File: src/rtl/rb_xfer_if.sv
// rtl/rb_xfer_if.sv - control, save/restore stream and register-bank signals of rb_xfer
interface rb_xfer_if #(
   parameter int DW   = 16,
   parameter int NREG = 16,
   parameter int SELW = 4
);
   logic                start;
   logic                mode;
   logic [NREG-1:0]     mask;
   logic                busy;
   logic                done;
   logic [DW-1:0]       sd_out;
   logic                sv_out;
   logic                sr_in;
   logic [DW-1:0]       ld_in;
   logic                lv_in;
   logic                lr_out;
   logic [DW-1:0]       d_out;
   logic                rw_out;
   logic [3*SELW-1:0]   rs_out;
   logic [DW-1:0]       a_in;

   modport master (
      input  start, mode, mask, sr_in, ld_in, lv_in, a_in,
      output busy, done, sd_out, sv_out, lr_out, d_out, rw_out, rs_out
   );

   modport slave (
      output start, mode, mask, sr_in, ld_in, lv_in, a_in,
      input  busy, done, sd_out, sv_out, lr_out, d_out, rw_out, rs_out
   );
endinterface

File: src/rtl/rb_xfer.sv
// rtl/rb_xfer.sv - register-bank save/restore sequencer driving the bank d_in/rw_in/rs_in/a_out port
module rb_xfer #(
   parameter int DW   = 16,
   parameter int NREG = 16,
   parameter int SELW = 4
) (
   input  logic     clk,
   input  logic     rst_n,
   rb_xfer_if.master bus
);
   typedef enum logic [1:0] {S_IDLE, S_SAVE, S_RESTORE, S_FIN} state_e;

   state_e            state_q, state_d;
   logic [NREG-1:0]   rem_q, rem_d;
   logic [DW-1:0]     sd_q, sd_d;
   logic              sv_q, sv_d;
   logic [DW-1:0]     d_q, d_d;
   logic              rw_q, rw_d;
   logic [SELW-1:0]   wsel_q, wsel_d;
   logic [SELW-1:0]   idx;
   logic [SELW-1:0]   asel;
   logic              rem_nz;
   logic              out_free;
   logic              lr;
   logic              accept;

   // Lowest pending register wins, giving ascending visit order.
   always_comb begin : prio_enc
      idx = '0;
      for (int i = NREG - 1; i >= 0; i--) begin
         if (rem_q[i]) idx = SELW'(i);
      end
   end

   assign rem_nz   = |rem_q;
   assign out_free = !sv_q || bus.sr_in;
   assign lr       = (state_q == S_RESTORE) && rem_nz;
   assign accept   = lr && bus.lv_in;
   assign asel     = ((state_q == S_SAVE) && rem_nz) ? idx : '0;

   always_ff @(posedge clk or negedge rst_n) begin : state_reg
      if (!rst_n) begin
         state_q <= S_IDLE;
         rem_q   <= '0;
         sd_q    <= '0;
         sv_q    <= 1'b0;
         d_q     <= '0;
         rw_q    <= 1'b0;
         wsel_q  <= '0;
      end else begin
         state_q <= state_d;
         rem_q   <= rem_d;
         sd_q    <= sd_d;
         sv_q    <= sv_d;
         d_q     <= d_d;
         rw_q    <= rw_d;
         wsel_q  <= wsel_d;
      end
   end

   always_comb begin : next_state
      state_d = state_q;
      rem_d   = rem_q;
      sd_d    = sd_q;
      sv_d    = sv_q;
      d_d     = d_q;
      rw_d    = 1'b0;
      wsel_d  = wsel_q;
      case (state_q)
         S_IDLE: begin
            if (bus.start) begin
               rem_d = bus.mask;
               if (bus.mask == '0)  state_d = S_FIN;
               else if (bus.mode)   state_d = S_RESTORE;
               else                 state_d = S_SAVE;
            end
         end
         S_SAVE: begin
            if (out_free && rem_nz) begin
               sd_d       = bus.a_in;
               sv_d       = 1'b1;
               rem_d[idx] = 1'b0;
            end else if (out_free) begin
               sv_d    = 1'b0;
               state_d = S_FIN;
            end
         end
         S_RESTORE: begin
            if (accept) begin
               d_d        = bus.ld_in;
               rw_d       = 1'b1;
               wsel_d     = idx;
               rem_d[idx] = 1'b0;
            end
            // Leave only after the final write has been presented to the bank.
            if (!rem_nz && !rw_q) state_d = S_FIN;
         end
         S_FIN: begin
            sv_d    = 1'b0;
            state_d = S_IDLE;
         end
         default: state_d = S_IDLE;
      endcase
   end

   always_comb begin : out_comb
      bus.busy   = (state_q != S_IDLE);
      bus.done   = (state_q == S_FIN);
      bus.sd_out = sd_q;
      bus.sv_out = sv_q;
      bus.lr_out = lr;
      bus.d_out  = d_q;
      bus.rw_out = rw_q;
      bus.rs_out = {wsel_q, asel, {SELW{1'b0}}};
   end
endmodule

File: src/flat_wrapper.sv
// flat-port wrapper written by rule: the top's interface ports become plain ports
module rb_xfer_flat 
#(
   parameter int DW   = 16,
   parameter int NREG = 16,
   parameter int SELW = 4
)
  (clk, rst_n, bus_start, bus_mode, bus_mask, bus_sr_in, bus_ld_in, bus_lv_in, bus_a_in, bus_busy, bus_done, bus_sd_out, bus_sv_out, bus_lr_out, bus_d_out, bus_rw_out, bus_rs_out);
  rb_xfer_if #(.DW(DW), .NREG(NREG), .SELW(SELW)) bus_i ();
  input  logic clk;
  input  logic rst_n;
  input wire logic [$bits(bus_i.start)-1:0] bus_start;
  input wire logic [$bits(bus_i.mode)-1:0] bus_mode;
  input wire logic [$bits(bus_i.mask)-1:0] bus_mask;
  input wire logic [$bits(bus_i.sr_in)-1:0] bus_sr_in;
  input wire logic [$bits(bus_i.ld_in)-1:0] bus_ld_in;
  input wire logic [$bits(bus_i.lv_in)-1:0] bus_lv_in;
  input wire logic [$bits(bus_i.a_in)-1:0] bus_a_in;
  output wire logic [$bits(bus_i.busy)-1:0] bus_busy;
  output wire logic [$bits(bus_i.done)-1:0] bus_done;
  output wire logic [$bits(bus_i.sd_out)-1:0] bus_sd_out;
  output wire logic [$bits(bus_i.sv_out)-1:0] bus_sv_out;
  output wire logic [$bits(bus_i.lr_out)-1:0] bus_lr_out;
  output wire logic [$bits(bus_i.d_out)-1:0] bus_d_out;
  output wire logic [$bits(bus_i.rw_out)-1:0] bus_rw_out;
  output wire logic [$bits(bus_i.rs_out)-1:0] bus_rs_out;
  assign bus_i.start = bus_start;
  assign bus_i.mode = bus_mode;
  assign bus_i.mask = bus_mask;
  assign bus_i.sr_in = bus_sr_in;
  assign bus_i.ld_in = bus_ld_in;
  assign bus_i.lv_in = bus_lv_in;
  assign bus_i.a_in = bus_a_in;
  assign bus_busy = bus_i.busy;
  assign bus_done = bus_i.done;
  assign bus_sd_out = bus_i.sd_out;
  assign bus_sv_out = bus_i.sv_out;
  assign bus_lr_out = bus_i.lr_out;
  assign bus_d_out = bus_i.d_out;
  assign bus_rw_out = bus_i.rw_out;
  assign bus_rs_out = bus_i.rs_out;
  rb_xfer #(.DW(DW), .NREG(NREG), .SELW(SELW)) u_core (.clk(clk), .rst_n(rst_n), .bus(bus_i));
endmodule
File: config.mk
export PLATFORM = sky130hd
export DESIGN_NAME = rb_xfer_flat
export DESIGN_NICKNAME = d
export VERILOG_FILES = /design/src/rtl/rb_xfer_if.sv /design/src/rtl/rb_xfer.sv /design/src/flat_wrapper.sv
export SDC_FILE = /design/constraint.sdc
export NUM_CORES = 1
export LEC_CHECK = 0
export BUFFER_PORTS_ARGS = -buffer_cell sky130_fd_sc_hd__buf_2
export CORE_MARGIN = 5
export CORE_UTILIZATION = 40
export DETAILED_ROUTE_END_ITERATION = 6
export MAX_ROUTING_LAYER = met4
export PLACE_DENSITY = 0.67
export SLEW_MARGIN = 30
export SYNTH_ARGS = -nofsm -noshare
export SYNTH_HDL_FRONTEND = slang
export SYNTH_SLANG_ARGS = --single-unit
File: constraint.sdc
create_clock -name clk -period 3 [get_ports clk]
set_clock_uncertainty 0.2 [all_clocks]
set_input_delay 0.45 -clock clk [delete_from_list [all_inputs] [get_ports clk]]
set_output_delay 0.45 -clock clk [all_outputs]
set_load 0.1 [all_outputs]
After elaboration in Yosys (flattened, before gate mapping)
Cells that the tools add are included.
Widths: inputs -> output; s select.
- bits in registers: 56
- latch bits: 0
- bits in writable memories: 0
- bits in read-only memories: 0
- bits of input ports: 54
- output and inout bits: 49
- logic and storage cells: 77
- memories: 0
- add/subtract/negate cells: 0
- multipliers: 0
- divide/modulo/power cells: 0
- magnitude comparators: 2
- equal/unequal tests: 10
- shifts and indexed selects: 0
- multiplexer cells: 35
- bitwise operators: 2
- reductions and logical operators: 21
- operators by type and width (kind ; number):
    $mux 4 ; 17
    $mux 16 ; 3
    $pmux 16 s3 ; 1
    $and 16x16->16 ; 1
    $logic_not 16->1 ; 1
    $not 16->16 ; 1
    $reduce_or 16->1 ; 1
    $mux 2 ; 6
    $ne 2x2->1 const B ; 4
    $pmux 2 s4 ; 1
    $reduce_and 4->1 ; 2
    $logic_and 1x1->1 ; 6
    $reduce_and 2->1 ; 3
    $lt 4x5->1 const B ; 1
    $mux 1 ; 5
    $demux 1 s4 ; 1
    $eq 2x2->1 const B ; 2
    $ge 4x1->1 const B ; 1
    $ne 2x1->1 const B ; 2
    $reduce_bool 2->1 ; 2
    $logic_not 1->1 ; 3
    $ne 3x2->1 const B ; 1
    $reduce_bool 3->1 ; 1
    $eq 2x1->1 const B ; 1
    3 further kinds ; 3

Depth between registers and ports, before layout
Gate-level depths: netlist of run 1.
- depth after elaboration: 24
- gate-level depth with buffers: 10
- gate-level depth less buffers: 8

Worst setup path before layout of run 1
No wires, ideal clock.
- kind: reg2out
- start point: register u_core.rem_q[3]
- end point: output bus_rs_out[7]
- arrival time: 3.185 ns
- required time: 2.350 ns
- slack: -0.835 ns
- cell stages (with the launch flop): 4
- buffers on the path: 0
- path through: dfrtp_1 > nor4_4 > nand2_1 > nor3b_1
- word-level cells in the longest chain between the ends: 5
- elaborated cells between the ends (all ways): 7
- ends and longest elaborated chain (item ; RTL line ; RTL):
    start: declaration ; rb_xfer.sv:14 ; logic [NREG-1:0] rem_q, rem_d;
    start signal: assignment ; rb_xfer.sv:52 ; rem_q <= rem_d;
    $mux 4 (4 in a row) ; rb_xfer.sv:31 ; if (rem_q[i]) idx = SELW'(i);
    $mux 4 * ; rb_xfer.sv:39 ; assign asel = ((state_q == S_SAVE) && rem_nz) ? idx : '0;
    end: declaration ; flat_wrapper.sv:26 ; output wire logic [$bits(bus_i.rs_out)-1:0] bus_rs_out;
Every way passes the cells marked *; elsewhere a longest branch is shown, timed or not.

Worst setup path after layout of run 1
- start point: register u_core.rem_q[13]
- end point: output bus_rs_out[5]
- word-level cells in the longest chain between the ends: 15
- elaborated cells between the ends (all ways): 17
- ends and longest elaborated chain (item ; RTL line):
    $mux 4 (14 in a row) ; rb_xfer.sv:31
    $mux 4 * ; rb_xfer.sv:39
Marked as above.

==> results of run 1 <==
## path summary, 6_finish.rpt
kind / slack [ps] / cells after the start / startpoint / end
setup / recovery: 180 / 5 / u_core.rem_q[13] / bus_rs_out[5]
hold / removal: 140 / 2 / bus_ld_in[5] / u_core.bus.d_out[5]
setup reg to reg: 550 / 5 / u_core.rem_q[13] / u_core.bus.d_out[14]
hold reg to reg: 280 / 2 / u_core.wsel_q[3] / u_core.wsel_q[3]
max in group asynchronous: 1630 / 3 / rst_n / u_core.bus.sd_out[6]
min in group asynchronous: 360 / 2 / rst_n / u_core.bus.d_out[3]
## registers in the layout, indices dropped and copies added, names as in the netlist
register           cells
u_core.rem_q          16
u_core.bus.rw_out      1
u_core.bus.d_out      16
u_core.state_q         2
u_core.bus.sd_out     16
u_core.wsel_q          4
u_core.bus.sv_out      1
## cell type report
cell class / instances / area, um2 / share of cell area
repair buffers: 104 / 538 / 0.158
clock buffers: 5 / 68.8 / 0.0203
inverters: 16 / 60.1 / 0.0177
well taps: 80 / 100 / 0.0295
flip-flops and latches: 56 / 1400 / 0.413
clock inverters: 3 / 27.5 / 0.00811
multi-input cells: 158 / 1200 / 0.353
## layout by cell type (no fill, tap or decap), types with 4 or more instances in the layout
| cell type | Yosys | final |
|---|---|---|
| buf_2 | 1 | 98 |
| dfrtp_1 | 56 | 56 |
| mux2_1 | 21 | 21 |
| inv_1 | 16 | 16 |
| nor2_1 | 18 | 16 |
| nand2_1 | 15 | 15 |
| a21oi_1 | 11 | 11 |
| mux2_2 | 11 | 11 |
| o21ai_0 | 10 | 10 |
| o21ai_1 | 8 | 8 |
| o311ai_0 | 7 | 7 |
| mux2i_1 | 7 | 7 |
| ha_1 | 5 | 5 |
| clkbuf_8 | 0 | 5 |
| buf_4 | 7 | 5 |
| o311ai_1 | 4 | 4 |
| nor4_1 | 4 | 4 |
| conb_1 | 1 | 4 |
## kinds of logic (layout without fill, tap and decap cells)
logic type	Yosys count	count (layout)	share of synthesized area
compound gates	51	51	0.126
fa+ha+maj	5	5	0.0230
buf+inv	26	128	0.0515
flops	56	56	0.515
mux	39	39	0.158
other cells	1	4	0.00138
simple gates	59	59	0.125
## timing repair
| item | in CTS | in global routing |
|---|---|---|
| hold buffers | 1 | 0 |
| setup endpoints to repair | 0 | 0 |
| endpoints found under the hold margin | 14 | 0 |
## stage by stage
step | cells | setup WS (ps) | instance area [um2] | hold slack [ps] | utilization
global placement | 413 | 602 | 3290 | 174 | 0.489
finish | 422 | 179 | 3390 | 144 | 0.505
global route | 422 | 72.6 | 3390 | 133 | 0.505
detailed placement | 413 | 527 | 3290 | 179 | 0.489
floorplan | 240 | 28.5 | 2740 | -45.6 | -
CTS | 422 | 201 | 3390 | 138 | 0.505
## synthesized netlist by cell type (3+ instances only)
cell      number  area, um2
inv_1         16       60.1
o21ai_0       10       50.1
nor4_1         4       25.0
dfrtp_1       56       1400
nor2_1        18       67.6
a21oi_1       11       55.1
mux2_1        21        236
buf_4          7       52.6
o21ai_1        8       40.0
o311ai_0       7       61.3
o311ai_1       4       35.0
ha_1           5       62.6
mux2i_1        7       70.1
nor2b_1        3       18.8
nand2_1       15       56.3
mux2_2        11        124
## routing by layer
metal | up-vias | wire length [um] | share of wire | global-route usage
met5 | - | 0 | 0 | -
met4 | 0 | 34 | 0.0053 | 0.0297
met3 | 4 | 574 | 0.089 | 0.0317
met2 | 93 | 2810 | 0.44 | 0.242
met1 | 1008 | 3010 | 0.47 | 0.213
li1 | 1051 | - | - | -
==> flow_summary.ini, run 1 <==
[drt]
drc = 0
wl_per_cell_um = 15.2
antenna_left = 0
vias = 2156
avgViaCountPerCell = 5.11
first_pass_iters = 4
drtIter0Drc = 51
routed_wl_um = 6420

[cells_and_area]
synthToLayoutAreaGrowth_pct = 24.9
drive_above_1_share = 0.395
layout.nets = 400
diodes = 0
fill_cells = 628

[timing]
finalHoldViolations = 0
rsz0062_at_grt = false
period_minus_slack_ps = 2820
relSlewSlack = 0.483
setup-tns-final_ps = 0
drv_slew = 0
tightest_slew_ps = 775
timing.fmax_mhz = 354
setup_violations = 0
fin_crit_sh = 0.940

[place]
place_hpwl_um = 5170
io_buffers = 98
place_congestion = 0.801

[yosys]
synth_edf_count = 0
ys_seq_area_frac = 0.515
syn_inst = 237
ys.flop_type = dfrtp_1
synthDistinctLibCells = 44
ys_ff_latch = 56
async_flop_share = 1.00
postSynthAreaPerCell_um2 = 11.5
ys_warn_count = 0
syn_area_um2 = 2720

[setup_path]
critPathCaptureType = output pin
worstPathCellList = o31a_1 > o311ai_1 > o311ai_1 > nor2_2 > buf_2
critical_path.startpoint_type = flop
worst-path-buf-inv = 1
critical-path-max-stage-delay_ps = 440
cpMaxStageDelayCell = dfrtp_1
crit_top_cell = o311ai_1
cp.arrival_ps = 2170
crit_family = compound AO/OA/AOI/OAI gates
required_ps = 2350
crit_fanout = 4
criticalPathCategory = flop to output pin

[floorplanning]
core_um2 = 6720
dieArea_um2 = 8550
row_count = 30
start_util = 0.405
io_pins = 103
chipHeight_um = 92.4
die_width_um = 92.4

[clocking]
cts_root_buffer = clkbuf_8
ctsResizeCount = 0
clk_pin_slew_ps = 110
clk_latency_ps = 310
cts_htree_levels = 2
ctsLongestPathBuffers = 2
cts_tree = yes
cts.sinks = 56
cts_made_buffers = 5
post_cts_buffers = 0

[global_routing]
grt_usage = 0.156
gr-total-overflow = 0
grt_pass1_vias = 2108
grt_max_degree = 26
antenna_found_initial = 0
grt_pass1_wl_um = 10500

[run]
maxCapViolCount = 0

[min_path]
hold_class = primary input to flop

[status]
outcome = completed
Power of run 1 is left out: the tool's default activity adds up to more than one toggle a clock period on the data nets, which glitch-free logic cannot reach.
==> run 2, diff against run 1 <==
CORE_ASPECT_RATIO = 0.75   (was default)
RECOVER_POWER = 50   (was default)
==> run 2 against run 1 <==
Fmax is 2.3% higher. Critical path depth stayed put. Global-route usage is 1.2 points higher. Sequential share of layout area is 0.20 points higher. Register-to-register slack better by 50 ps. Worst hold slack better by 4.6 ps. Largest cell class unchanged. Sequential cell count stayed put. First-iteration DRC count is 100% higher.
==> flow_summary.ini, run 2 (synthesized netlist as in run 1, its figures left out) <==
[status]
outcome = completed

[cells_and_area]
seqCellArea_um2 = 1400
drive_above_1_share = 0.321
multi_input_area_um2 = 1200
final_common_cell = buf_2
synthToLayoutAreaGrowth_pct = 24.3
layout.nets = 401
layout_common_cells = buf_2, dfrtp_1, clkbuf_1
diodes = 0
fill_cells = 641

[global_routing]
grt_pass1_vias = 2249
grt_pass1_wl_um = 11200
gr-total-overflow = 0
grt_max_degree = 26
grt_usage = 0.167
antenna_found_initial = 0

[drt]
routed_wl_um = 6570
vias = 2173
drtIter0Drc = 103
drc = 0
first_pass_iters = 4
wl_per_cell_um = 15.4
avgViaCountPerCell = 5.09
antenna_left = 0

[place]
place_hpwl_um = 5240
io_buffers = 98
place_congestion = 0.971

[timing]
rsz0062_at_grt = false
tightest_slew_ps = 1190
fin_crit_sh = 0.919
setup-tns-final_ps = 0
period_minus_slack_ps = 2760
timing.fmax_mhz = 363
drv_slew = 0
relSlewSlack = 0.213
finalHoldViolations = 0
setup_violations = 0

[clocking]
cts_htree_levels = 2
cts_tree = yes
cts_made_buffers = 5
clk_pin_slew_ps = 100
post_cts_buffers = 0
cts.sinks = 56
clk_latency_ps = 310
cts_root_buffer = clkbuf_8
ctsLongestPathBuffers = 2

[run]
maxCapViolCount = 0

[floorplanning]
row_count = 26
chipHeight_um = 81.4
dieArea_um2 = 8560
start_util = 0.406
die_width_um = 105
core_um2 = 6700
io_pins = 103

[setup_path]
critical_path.startpoint_type = flop
cp.arrival_ps = 2110
crit_fanout = 4
required_ps = 2350
critPathCaptureType = output pin
criticalPathCategory = flop to output pin

[min_path]
hold_class = primary input to flop
## run 2: path summary, 6_finish.rpt
kind	endpoint	depth (start not counted)	slack, ps	from
min reg2reg	u_core.wsel_q[0]	2	290	u_core.wsel_q[0]
min in group asynchronous	u_core.bus.sv_out	2	580	rst_n
max in group asynchronous	u_core.bus.sd_out[9]	3	750	rst_n
max reg2reg	u_core.bus.sd_out[6]	5	600	u_core.state_q[1]
min	u_core.bus.sd_out[15]	2	150	bus_a_in[15]
max	bus_rs_out[5]	5	240	u_core.rem_q[13]
## run 2: final cells by class
type	count	share of cell area
Timing Repair Buffer	105	0.155
Multi-Input combinational cell	158	0.355
Inverter	16	0.0178
Tap cell	84	0.0311
Sequential cell	56	0.415
Clock buffer	8	0.0267
## run 2: per-stage QoR
stage	setup WS (ps)	utilization	area [um2]	instances	hold WS, ps
final	242	0.504	3380	427	149
after CTS	232	0.509	3410	427	144
after global placement	612	0.494	3310	418	196
after detailed placement	535	0.494	3310	418	194
after floorplan	28.5	-	2740	240	-45.6
after global routing	77.9	0.504	3380	427	141
## run 2: what timing repair did
action,CTS,global route
resized for setup,0,0
hold endpoints to repair,15,0
endpoints found under the setup margin,0,0
hold buffers,1,0
## run 2: critical path: stages (launching register included)
cell and delay [ps]:
dfrtp_1 420, o31a_1 310, o311ai_1 300, o311ai_1 200
nor2_2 120, buf_2 440
## run 2: metal layers
layer | vias up | part of all wire | wire length, um | track usage
met4 | 0 | 0.0073 | 48 | 0.0434
met2 | 73 | 0.43 | 2800 | 0.248
met3 | 5 | 0.061 | 402 | 0.0381
met5 | - | 0 | 0 | -
li1 | 1063 | - | - | -
met1 | 1032 | 0.50 | 3320 | 0.232
Power of run 2 is left out for the same reason.
